<file path="src/rtl/sa2_pkg.sv">
// Shared types and sizes for the 2x2 convolution array sequencer.
package sa2_pkg;
    localparam int SA2_N_A = 16;
    localparam int SA2_N_B = 9;
    localparam int SA2_N_C = 4;
    localparam int SA2_W   = 8;

    typedef enum logic [1:0] {LOAD, RUN, DRAIN} sa2_state_e;
    typedef logic [SA2_W-1:0] sa2_byte_t;
endpackage

</file>
<file path="src/rtl/sa2_conv_sequencer_if.sv">
// Host byte streams plus array operand/result wiring for the sequencer.
interface sa2_conv_sequencer_if;
    import sa2_pkg::*;

    logic      in_valid, in_ready, out_valid, out_ready;
    sa2_byte_t in_data, out_data;
    sa2_byte_t a11, a12, a13, a14, a21, a22, a23, a24;
    sa2_byte_t a31, a32, a33, a34, a41, a42, a43, a44;
    sa2_byte_t b11, b12, b13, b21, b22, b23, b31, b32, b33;
    logic      active_sa2, done_sa2, err;
    sa2_byte_t c11, c12, c21, c22;

    modport slave (
        input  in_valid, in_data, out_ready, done_sa2, c11, c12, c21, c22,
        output in_ready, out_valid, out_data, active_sa2, err,
        output a11, a12, a13, a14, a21, a22, a23, a24,
        output a31, a32, a33, a34, a41, a42, a43, a44,
        output b11, b12, b13, b21, b22, b23, b31, b32, b33
    );

    modport master (
        output in_valid, in_data, out_ready, done_sa2, c11, c12, c21, c22,
        input  in_ready, out_valid, out_data, active_sa2, err,
        input  a11, a12, a13, a14, a21, a22, a23, a24,
        input  a31, a32, a33, a34, a41, a42, a43, a44,
        input  b11, b12, b13, b21, b22, b23, b31, b32, b33
    );
endinterface

</file>
<file path="src/rtl/sa2_result_serializer.sv">
// Four-entry result buffer drained one byte at a time over valid/ready.
module sa2_result_serializer
    import sa2_pkg::*;
(
    input  logic                          clk,
    input  logic                          rst,
    input  logic                          load_i,
    input  logic [SA2_N_C-1:0][SA2_W-1:0] data_i,
    output logic                          out_valid_o,
    output logic [SA2_W-1:0]              out_data_o,
    input  logic                          out_ready_i,
    output logic                          last_o
);
    localparam int JW = $clog2(SA2_N_C);

    logic [SA2_N_C-1:0][SA2_W-1:0] res_q;
    logic [JW-1:0]                 j_q;
    logic                          valid_q;
    logic                          xfer;

    assign xfer        = valid_q && out_ready_i;
    assign last_o      = xfer && (j_q == JW'(SA2_N_C - 1));
    assign out_valid_o = valid_q;
    assign out_data_o  = res_q[j_q];

    always_ff @(posedge clk) begin
        if (rst) begin
            res_q   <= '0;
            j_q     <= '0;
            valid_q <= 1'b0;
        end else if (load_i) begin
            res_q   <= data_i;
            j_q     <= '0;
            valid_q <= 1'b1;
        end else if (xfer) begin
            // j wraps back to 0 on the last entry
            j_q <= j_q + JW'(1);
            if (last_o) valid_q <= 1'b0;
        end
    end
endmodule

</file>
<file path="src/rtl/sa2_conv_sequencer.sv">
// Loads 25 operand bytes, runs the 2x2 systolic array until done or timeout,
// then streams the four results back.
//   state | meaning
//   LOAD  | accepting operand bytes into a/b registers
//   RUN   | active_sa2 high, waiting for done_sa2 or timeout
//   DRAIN | result serializer emitting c11, c12, c21, c22
module sa2_conv_sequencer
    import sa2_pkg::*;
#(
    parameter int TIMEOUT = 63
) (
    input logic                 clk,
    input logic                 rst,
    sa2_conv_sequencer_if.slave bus
);
    localparam int TW = (TIMEOUT < 1) ? 1 : $clog2(TIMEOUT + 1);

    sa2_state_e                    state_q;
    logic [4:0]                    k_q;
    logic [TW-1:0]                 t_q;
    logic [SA2_N_A-1:0][SA2_W-1:0] a_q;
    logic [SA2_N_B-1:0][SA2_W-1:0] b_q;
    logic                          in_ready_q, active_q, err_q;
    logic                          in_xfer, done_run, timeout_run, res_load, drain_last;
    logic [SA2_N_C-1:0][SA2_W-1:0] res_d;

    assign in_xfer     = bus.in_valid && in_ready_q;
    assign done_run    = (state_q == RUN) && bus.done_sa2;
    assign timeout_run = (state_q == RUN) && !bus.done_sa2 && (t_q == TW'(TIMEOUT));
    assign res_load    = done_run || timeout_run;
    assign res_d       = done_run ? {bus.c22, bus.c21, bus.c12, bus.c11} : '0;

    always_ff @(posedge clk) begin
        if (rst) begin
            state_q    <= LOAD;
            k_q        <= '0;
            t_q        <= '0;
            a_q        <= '0;
            b_q        <= '0;
            in_ready_q <= 1'b1;
            active_q   <= 1'b0;
            err_q      <= 1'b0;
        end else begin
            case (state_q)
                LOAD: if (in_xfer) begin
                    // k[4] splits feature bytes (0..15) from kernel bytes (16..24)
                    if (!k_q[4]) a_q[k_q[3:0]] <= bus.in_data;
                    else         b_q[k_q[3:0]] <= bus.in_data;
                    if (k_q == 5'd24) begin
                        k_q        <= '0;
                        state_q    <= RUN;
                        in_ready_q <= 1'b0;
                        active_q   <= 1'b1;
                    end else begin
                        k_q <= k_q + 5'd1;
                    end
                end
                RUN: begin
                    t_q <= t_q + TW'(1);
                    if (res_load) begin
                        state_q  <= DRAIN;
                        active_q <= 1'b0;
                    end
                    if (timeout_run) err_q <= 1'b1;
                end
                DRAIN: if (drain_last) begin
                    t_q        <= '0;
                    state_q    <= LOAD;
                    in_ready_q <= 1'b1;
                end
                default: state_q <= LOAD;
            endcase
        end
    end

    sa2_result_serializer u_ser (
        .clk        (clk),
        .rst        (rst),
        .load_i     (res_load),
        .data_i     (res_d),
        .out_valid_o(bus.out_valid),
        .out_data_o (bus.out_data),
        .out_ready_i(bus.out_ready),
        .last_o     (drain_last)
    );

    assign bus.in_ready   = in_ready_q;
    assign bus.active_sa2 = active_q;
    assign bus.err        = err_q;
    assign {bus.a44, bus.a43, bus.a42, bus.a41, bus.a34, bus.a33, bus.a32, bus.a31,
            bus.a24, bus.a23, bus.a22, bus.a21, bus.a14, bus.a13, bus.a12, bus.a11} = a_q;
    assign {bus.b33, bus.b32, bus.b31, bus.b23, bus.b22, bus.b21,
            bus.b13, bus.b12, bus.b11} = b_q;
endmodule

</file>
<file path="src/flat_wrapper.sv">
// flat-port wrapper written by rule: the top's interface ports become plain ports
module sa2_conv_sequencer_flat import sa2_pkg::*;
#(
    parameter int TIMEOUT = 63
)
  (clk, rst, bus_in_valid, bus_in_data, bus_out_ready, bus_done_sa2, bus_c11, bus_c12, bus_c21, bus_c22, bus_in_ready, bus_out_valid, bus_out_data, bus_active_sa2, bus_err, bus_a11, bus_a12, bus_a13, bus_a14, bus_a21, bus_a22, bus_a23, bus_a24, bus_a31, bus_a32, bus_a33, bus_a34, bus_a41, bus_a42, bus_a43, bus_a44, bus_b11, bus_b12, bus_b13, bus_b21, bus_b22, bus_b23, bus_b31, bus_b32, bus_b33);
  sa2_conv_sequencer_if bus_i ();
  input logic clk;
  input logic rst;
  input wire logic [$bits(bus_i.in_valid)-1:0] bus_in_valid;
  input wire logic [$bits(bus_i.in_data)-1:0] bus_in_data;
  input wire logic [$bits(bus_i.out_ready)-1:0] bus_out_ready;
  input wire logic [$bits(bus_i.done_sa2)-1:0] bus_done_sa2;
  input wire logic [$bits(bus_i.c11)-1:0] bus_c11;
  input wire logic [$bits(bus_i.c12)-1:0] bus_c12;
  input wire logic [$bits(bus_i.c21)-1:0] bus_c21;
  input wire logic [$bits(bus_i.c22)-1:0] bus_c22;
  output wire logic [$bits(bus_i.in_ready)-1:0] bus_in_ready;
  output wire logic [$bits(bus_i.out_valid)-1:0] bus_out_valid;
  output wire logic [$bits(bus_i.out_data)-1:0] bus_out_data;
  output wire logic [$bits(bus_i.active_sa2)-1:0] bus_active_sa2;
  output wire logic [$bits(bus_i.err)-1:0] bus_err;
  output wire logic [$bits(bus_i.a11)-1:0] bus_a11;
  output wire logic [$bits(bus_i.a12)-1:0] bus_a12;
  output wire logic [$bits(bus_i.a13)-1:0] bus_a13;
  output wire logic [$bits(bus_i.a14)-1:0] bus_a14;
  output wire logic [$bits(bus_i.a21)-1:0] bus_a21;
  output wire logic [$bits(bus_i.a22)-1:0] bus_a22;
  output wire logic [$bits(bus_i.a23)-1:0] bus_a23;
  output wire logic [$bits(bus_i.a24)-1:0] bus_a24;
  output wire logic [$bits(bus_i.a31)-1:0] bus_a31;
  output wire logic [$bits(bus_i.a32)-1:0] bus_a32;
  output wire logic [$bits(bus_i.a33)-1:0] bus_a33;
  output wire logic [$bits(bus_i.a34)-1:0] bus_a34;
  output wire logic [$bits(bus_i.a41)-1:0] bus_a41;
  output wire logic [$bits(bus_i.a42)-1:0] bus_a42;
  output wire logic [$bits(bus_i.a43)-1:0] bus_a43;
  output wire logic [$bits(bus_i.a44)-1:0] bus_a44;
  output wire logic [$bits(bus_i.b11)-1:0] bus_b11;
  output wire logic [$bits(bus_i.b12)-1:0] bus_b12;
  output wire logic [$bits(bus_i.b13)-1:0] bus_b13;
  output wire logic [$bits(bus_i.b21)-1:0] bus_b21;
  output wire logic [$bits(bus_i.b22)-1:0] bus_b22;
  output wire logic [$bits(bus_i.b23)-1:0] bus_b23;
  output wire logic [$bits(bus_i.b31)-1:0] bus_b31;
  output wire logic [$bits(bus_i.b32)-1:0] bus_b32;
  output wire logic [$bits(bus_i.b33)-1:0] bus_b33;
  assign bus_i.in_valid = bus_in_valid;
  assign bus_i.in_data = bus_in_data;
  assign bus_i.out_ready = bus_out_ready;
  assign bus_i.done_sa2 = bus_done_sa2;
  assign bus_i.c11 = bus_c11;
  assign bus_i.c12 = bus_c12;
  assign bus_i.c21 = bus_c21;
  assign bus_i.c22 = bus_c22;
  assign bus_in_ready = bus_i.in_ready;
  assign bus_out_valid = bus_i.out_valid;
  assign bus_out_data = bus_i.out_data;
  assign bus_active_sa2 = bus_i.active_sa2;
  assign bus_err = bus_i.err;
  assign bus_a11 = bus_i.a11;
  assign bus_a12 = bus_i.a12;
  assign bus_a13 = bus_i.a13;
  assign bus_a14 = bus_i.a14;
  assign bus_a21 = bus_i.a21;
  assign bus_a22 = bus_i.a22;
  assign bus_a23 = bus_i.a23;
  assign bus_a24 = bus_i.a24;
  assign bus_a31 = bus_i.a31;
  assign bus_a32 = bus_i.a32;
  assign bus_a33 = bus_i.a33;
  assign bus_a34 = bus_i.a34;
  assign bus_a41 = bus_i.a41;
  assign bus_a42 = bus_i.a42;
  assign bus_a43 = bus_i.a43;
  assign bus_a44 = bus_i.a44;
  assign bus_b11 = bus_i.b11;
  assign bus_b12 = bus_i.b12;
  assign bus_b13 = bus_i.b13;
  assign bus_b21 = bus_i.b21;
  assign bus_b22 = bus_i.b22;
  assign bus_b23 = bus_i.b23;
  assign bus_b31 = bus_i.b31;
  assign bus_b32 = bus_i.b32;
  assign bus_b33 = bus_i.b33;
  sa2_conv_sequencer #(.TIMEOUT(TIMEOUT)) u_core (.clk(clk), .rst(rst), .bus(bus_i));
endmodule
</file>
<file path="config.mk">
export PLATFORM = sky130hd
export DESIGN_NAME = sa2_conv_sequencer_flat
export DESIGN_NICKNAME = d
export VERILOG_FILES = /design/src/rtl/sa2_pkg.sv /design/src/rtl/sa2_conv_sequencer_if.sv /design/src/rtl/sa2_result_serializer.sv /design/src/rtl/sa2_conv_sequencer.sv /design/src/flat_wrapper.sv
export SDC_FILE = /design/constraint.sdc
export NUM_CORES = 1
export LEC_CHECK = 0
export ABC_AREA = 1
export ABC_CLOCK_PERIOD_IN_PS = 1400
export CAP_MARGIN = 0
export CORE_AREA = 2 2 158 160
export CTS_BUF_LIST = sky130_fd_sc_hd__clkbuf_2 sky130_fd_sc_hd__clkbuf_4 sky130_fd_sc_hd__clkbuf_8
export DETAILED_ROUTE_END_ITERATION = 12
export DIE_AREA = 0 0 160 162
export PLACE_DENSITY = 0.67
export SYNTH_ARGS = -nofsm -noshare
export SYNTH_HDL_FRONTEND = slang
export SYNTH_SLANG_ARGS = --single-unit
</file>
<file path="constraint.sdc">
create_clock -name clk -period 1.4 [get_ports clk]
set_input_delay 0.28 -clock clk [delete_from_list [all_inputs] [get_ports clk]]
set_output_delay 0.28 -clock clk [all_outputs]
set_load 0.005 [all_outputs]
</file>
==> metrics <==
unrepaired setup endpoints after global routing=yes; setup slack after layout=-0.3767 ns; Clk pin slew, worst setup/hold paths=0.06 ns; H-tree lvl count=2; number of search-and-repair iterations in the first detailed-routing pass=5; ant diodes=0; die width=160 um; global-route wire length before repair=53,610 um; Max Slew Vio Count=0; number of buffers and inverters on the critical path=4; vias=10,758; count of nets after finishing=1,729; synthesized cell area=9580 um2; max reg flops=32; r2r endpoint=u_core.bus.b32[2]; maximum single-stage delay on the critical path=0.32 ns; Tightest Pin Transition=0.9102 ns; number of cells on the worst hold path=4; number of design-rule violations left by the first detailed-router iteration=729; number of nets with antenna violations after routing=0; CP Cell Sequence=inv_2 -> buf_6 -> buf_6 -> nand2_2 -> a21oi_2 -> buf_2; classification of the worst-slack hold path=in -> reg; total routed wirelength=39,360 um; register containing the most flip-flops in the final layout=u_core.u_ser.res_q; root cell of the clock tree=clkbuf_8; number of standard cells in the layout, taps in and fillers out=2,025; cell count of the worst reg-to-reg path=8; worst relative slew slack=0.3932; Layout Utilization=0.7443; die footprint=25,920 um2; average wire per cell in the routed design=19.44 um; ratio of routed vias to standard cells=5.313; placed instance count=1,848; sum of overflow across all layers after global routing=0; Placeable Area=24,110 um2; total clock buffers created by CTS=43; signal arrival time at the worst endpoint=1.50 ns; average size of a mapped cell=7.732 um2; global placement routability congestion=0.8306; Clock Skew=0.02534 ns; die extent in y=162 um; number of cell rows=57; maximum count of clock buffers along a single path=3; sequential element share of the synthesized area=0.5245; global routing met1 resource utilization=0.3234; type of the setup path with the least slack=reg -> out; synthesized instance count=1,239; max-cap violation count=0; warning count from the yosys run=0; Hold Path Origin=rst; FILL cells=1,681; CP Data Required Time=1.12 ns; beginning of the worst register-to-register path=u_core.state_q[0]; share of the cycle needed by the critical path after routing=1.269; crit path max fanout=8; clock tree from TritonCTS=built; upper clock frequency limit=562.9 MHz; number of unique standard cell types used by synthesis=21; crit path max-delay cell type=dfxtp_2; critical path startpoint category=flip-flop; final critical path time including I/O delays and setup=1.777 ns; DRC violations left=0; final-report hold violation count=0; number of I/O port buffers=256; Total Neg Setup Slack=-25.70 ns; via count of the first global-routing pass=9,946; hold worst-path end=u_core.u_ser.out_valid_o; fraction of final layout cells sized beyond drive strength 1=0.5955; global routing usage summed across all routing layers=0.2571; met3 demand-to-capacity share in global routing=0.06205; Area Overhead vs Synth=87.28%; minimum setup slack among reg-to-reg paths=-0.21 ns; GR Util met2=0.4321; post-synth net total=1,290; flop and latch count out of synthesis=251; total of endpoints with negative setup slack in the final report=213; leakage power=6.554 nW; largest net degree at the start of global routing=133; clock latency reported for the late side of the worst-skew pair=0.55 ns; Largest delay share family, worst path=buffers and inverters; crit-path most repeated cell=buf_6; violations in the final reports=negative setup slack; result of the run=finished with violations; num ports=257; GRT Max-Usage Layer=met2; initial antenna violation count=0; Max VDD drop=0.0005205 V; Power per Cell Area=862.8 nW/um2; HPWL after DPL=19,940 um; initial cell density of the core=0.3974; clock sink total=251; endpoint type of the worst setup path=output port
[placed cells by master, fill, tap and decap left out, types with 5 or more instances in the layout]
master / netlist / final
clkdlybuf4s50_1: 0 / 43
nor2_2: 5 / 12
buf_2: 26 / 29
nor2_1: 98 / 78
dlygate4sd2_1: 0 / 5
buf_12: 0 / 35
buf_6: 0 / 39
clkbuf_16: 0 / 7
clkdlybuf4s15_1: 0 / 110
clkbuf_8: 0 / 52
clkbuf_4: 0 / 14
clkbuf_2: 0 / 56
a21oi_1: 197 / 77
nand3_2: 1 / 73
buf_16: 0 / 7
buf_4: 2 / 110
nor2_4: 9 / 22
dfxtp_2: 0 / 137
dfxtp_1: 251 / 104
nand2_1: 183 / 69
o21ai_1: 7 / 26
inv_4: 0 / 5
nand3_1: 175 / 80
nand3_4: 1 / 24
nand2_4: 0 / 57
nand2_2: 8 / 49
a21oi_2: 0 / 120
inv_2: 0 / 8
nand2_8: 0 / 19
o21ai_0: 111 / 5
inv_1: 100 / 84
clkdlybuf4s15_2: 0 / 11
dfxtp_4: 0 / 10
buf_8: 0 / 18
o21ai_2: 0 / 85
[routing by layer]
metal | vias up | wire (um)
met3 | 104 | 2520
li1 | 5029 | -
met1 | 5230 | 15720
met5 | - | 0
met2 | 395 | 19760
met4 | 0 | 1356
[what timing repair did]
item	CTS	global route
gates resized for setup	889	632
pin swaps	112	141
setup buffers	37	53
gates cloned	17	11
endpoints found under the setup margin	446	396
hold buffers	0	0
[where the power goes]
| group | switching [mW] | internal, mW | leakage (nW) |
|---|---|---|---|
| clock network | 2.91 | 3.68 | 0.446 |
| registers | 0.0521 | 7.18 | 2.10 |
| logic | 0.945 | 0.714 | 4.01 |
[layout make-up]
cell class / count / area (um2) / area share
Multi-Input combinational cell: 812 / 6329 / 0.3527
Sequential cell: 251 / 5234 / 0.2917
Timing Repair Buffer: 470 / 4728 / 0.2635
Clock buffer: 66 / 820.8 / 0.04575
Inverter: 100 / 415.4 / 0.02315
Tap cell: 324 / 405.4 / 0.02259
Clock inverter: 2 / 10.01 / 0.0005579
[worst max-delay path by stage]
stage,to,from,cells past startpoint
3_5_place_dp,u_core.bus.b13[2],bus_in_valid,7
3_3_place_gp,u_core.bus.b11[4],bus_in_valid,7
6_report,bus_out_data[5],u_core.u_ser.j_q[0],6
4_1_cts,bus_out_data[5],u_core.u_ser.j_q[0],6
5_1_grt,bus_out_data[2],u_core.u_ser.j_q[0],6
2_1_floorplan,u_core.bus.b33[0],u_core.k_q[0],8
[kinds of logic (layout without fill, tap and decap cells)]
logic type,count (synthesis),count (layout),share of synthesized area
xor gates and xnor gates,2,2,0.001829
buffers and inverters,179,638,0.07431
DFF,251,251,0.5245
and+or+nand+nor,486,489,0.2270
adders and majority gates,6,6,0.007836
AOI/OAI and AO/OA,315,315,0.1646
[Yosys cell counts (all sizes together)]
| cell | number | area share |
|---|---|---|
| dfxtp | 251 | 0.52 |
| nand4 | 3 | 0.0020 |
| a21oi | 197 | 0.10 |
| ha | 6 | 0.0078 |
| o21ai | 118 | 0.062 |
| buf | 29 | 0.016 |
| xor2 | 2 | 0.0018 |
| nor3 | 3 | 0.0016 |
| clkbuf | 50 | 0.020 |
| nand3 | 177 | 0.094 |
| nor2 | 112 | 0.052 |
| nand2 | 191 | 0.077 |
| inv | 100 | 0.039 |
[through the flow]
step / worst slack [ns] / instance area, um2 / hold slack [ns] / power [mW]
after global placement: -0.4045 / 13270 / 0.4294 / 8.363
final: -0.3767 / 17940 / 0.1334 / 15.48
after CTS: -0.3797 / 16070 / 0.1043 / 15.17
after floorplan: -0.005085 / 9604 / 0.4187 / 7.788
after global routing: -0.4508 / 17940 / 0.1538 / 15.95
after detailed placement: -0.4871 / 13270 / 0.4335 / 8.365
[tightest hold or removal path, cell delays in order]
cell and delay (ns):
buf_4 0.10, inv_2 0.11, nand2_1 0.10, inv_1 0.03
(Power assumes the default switching activity.)
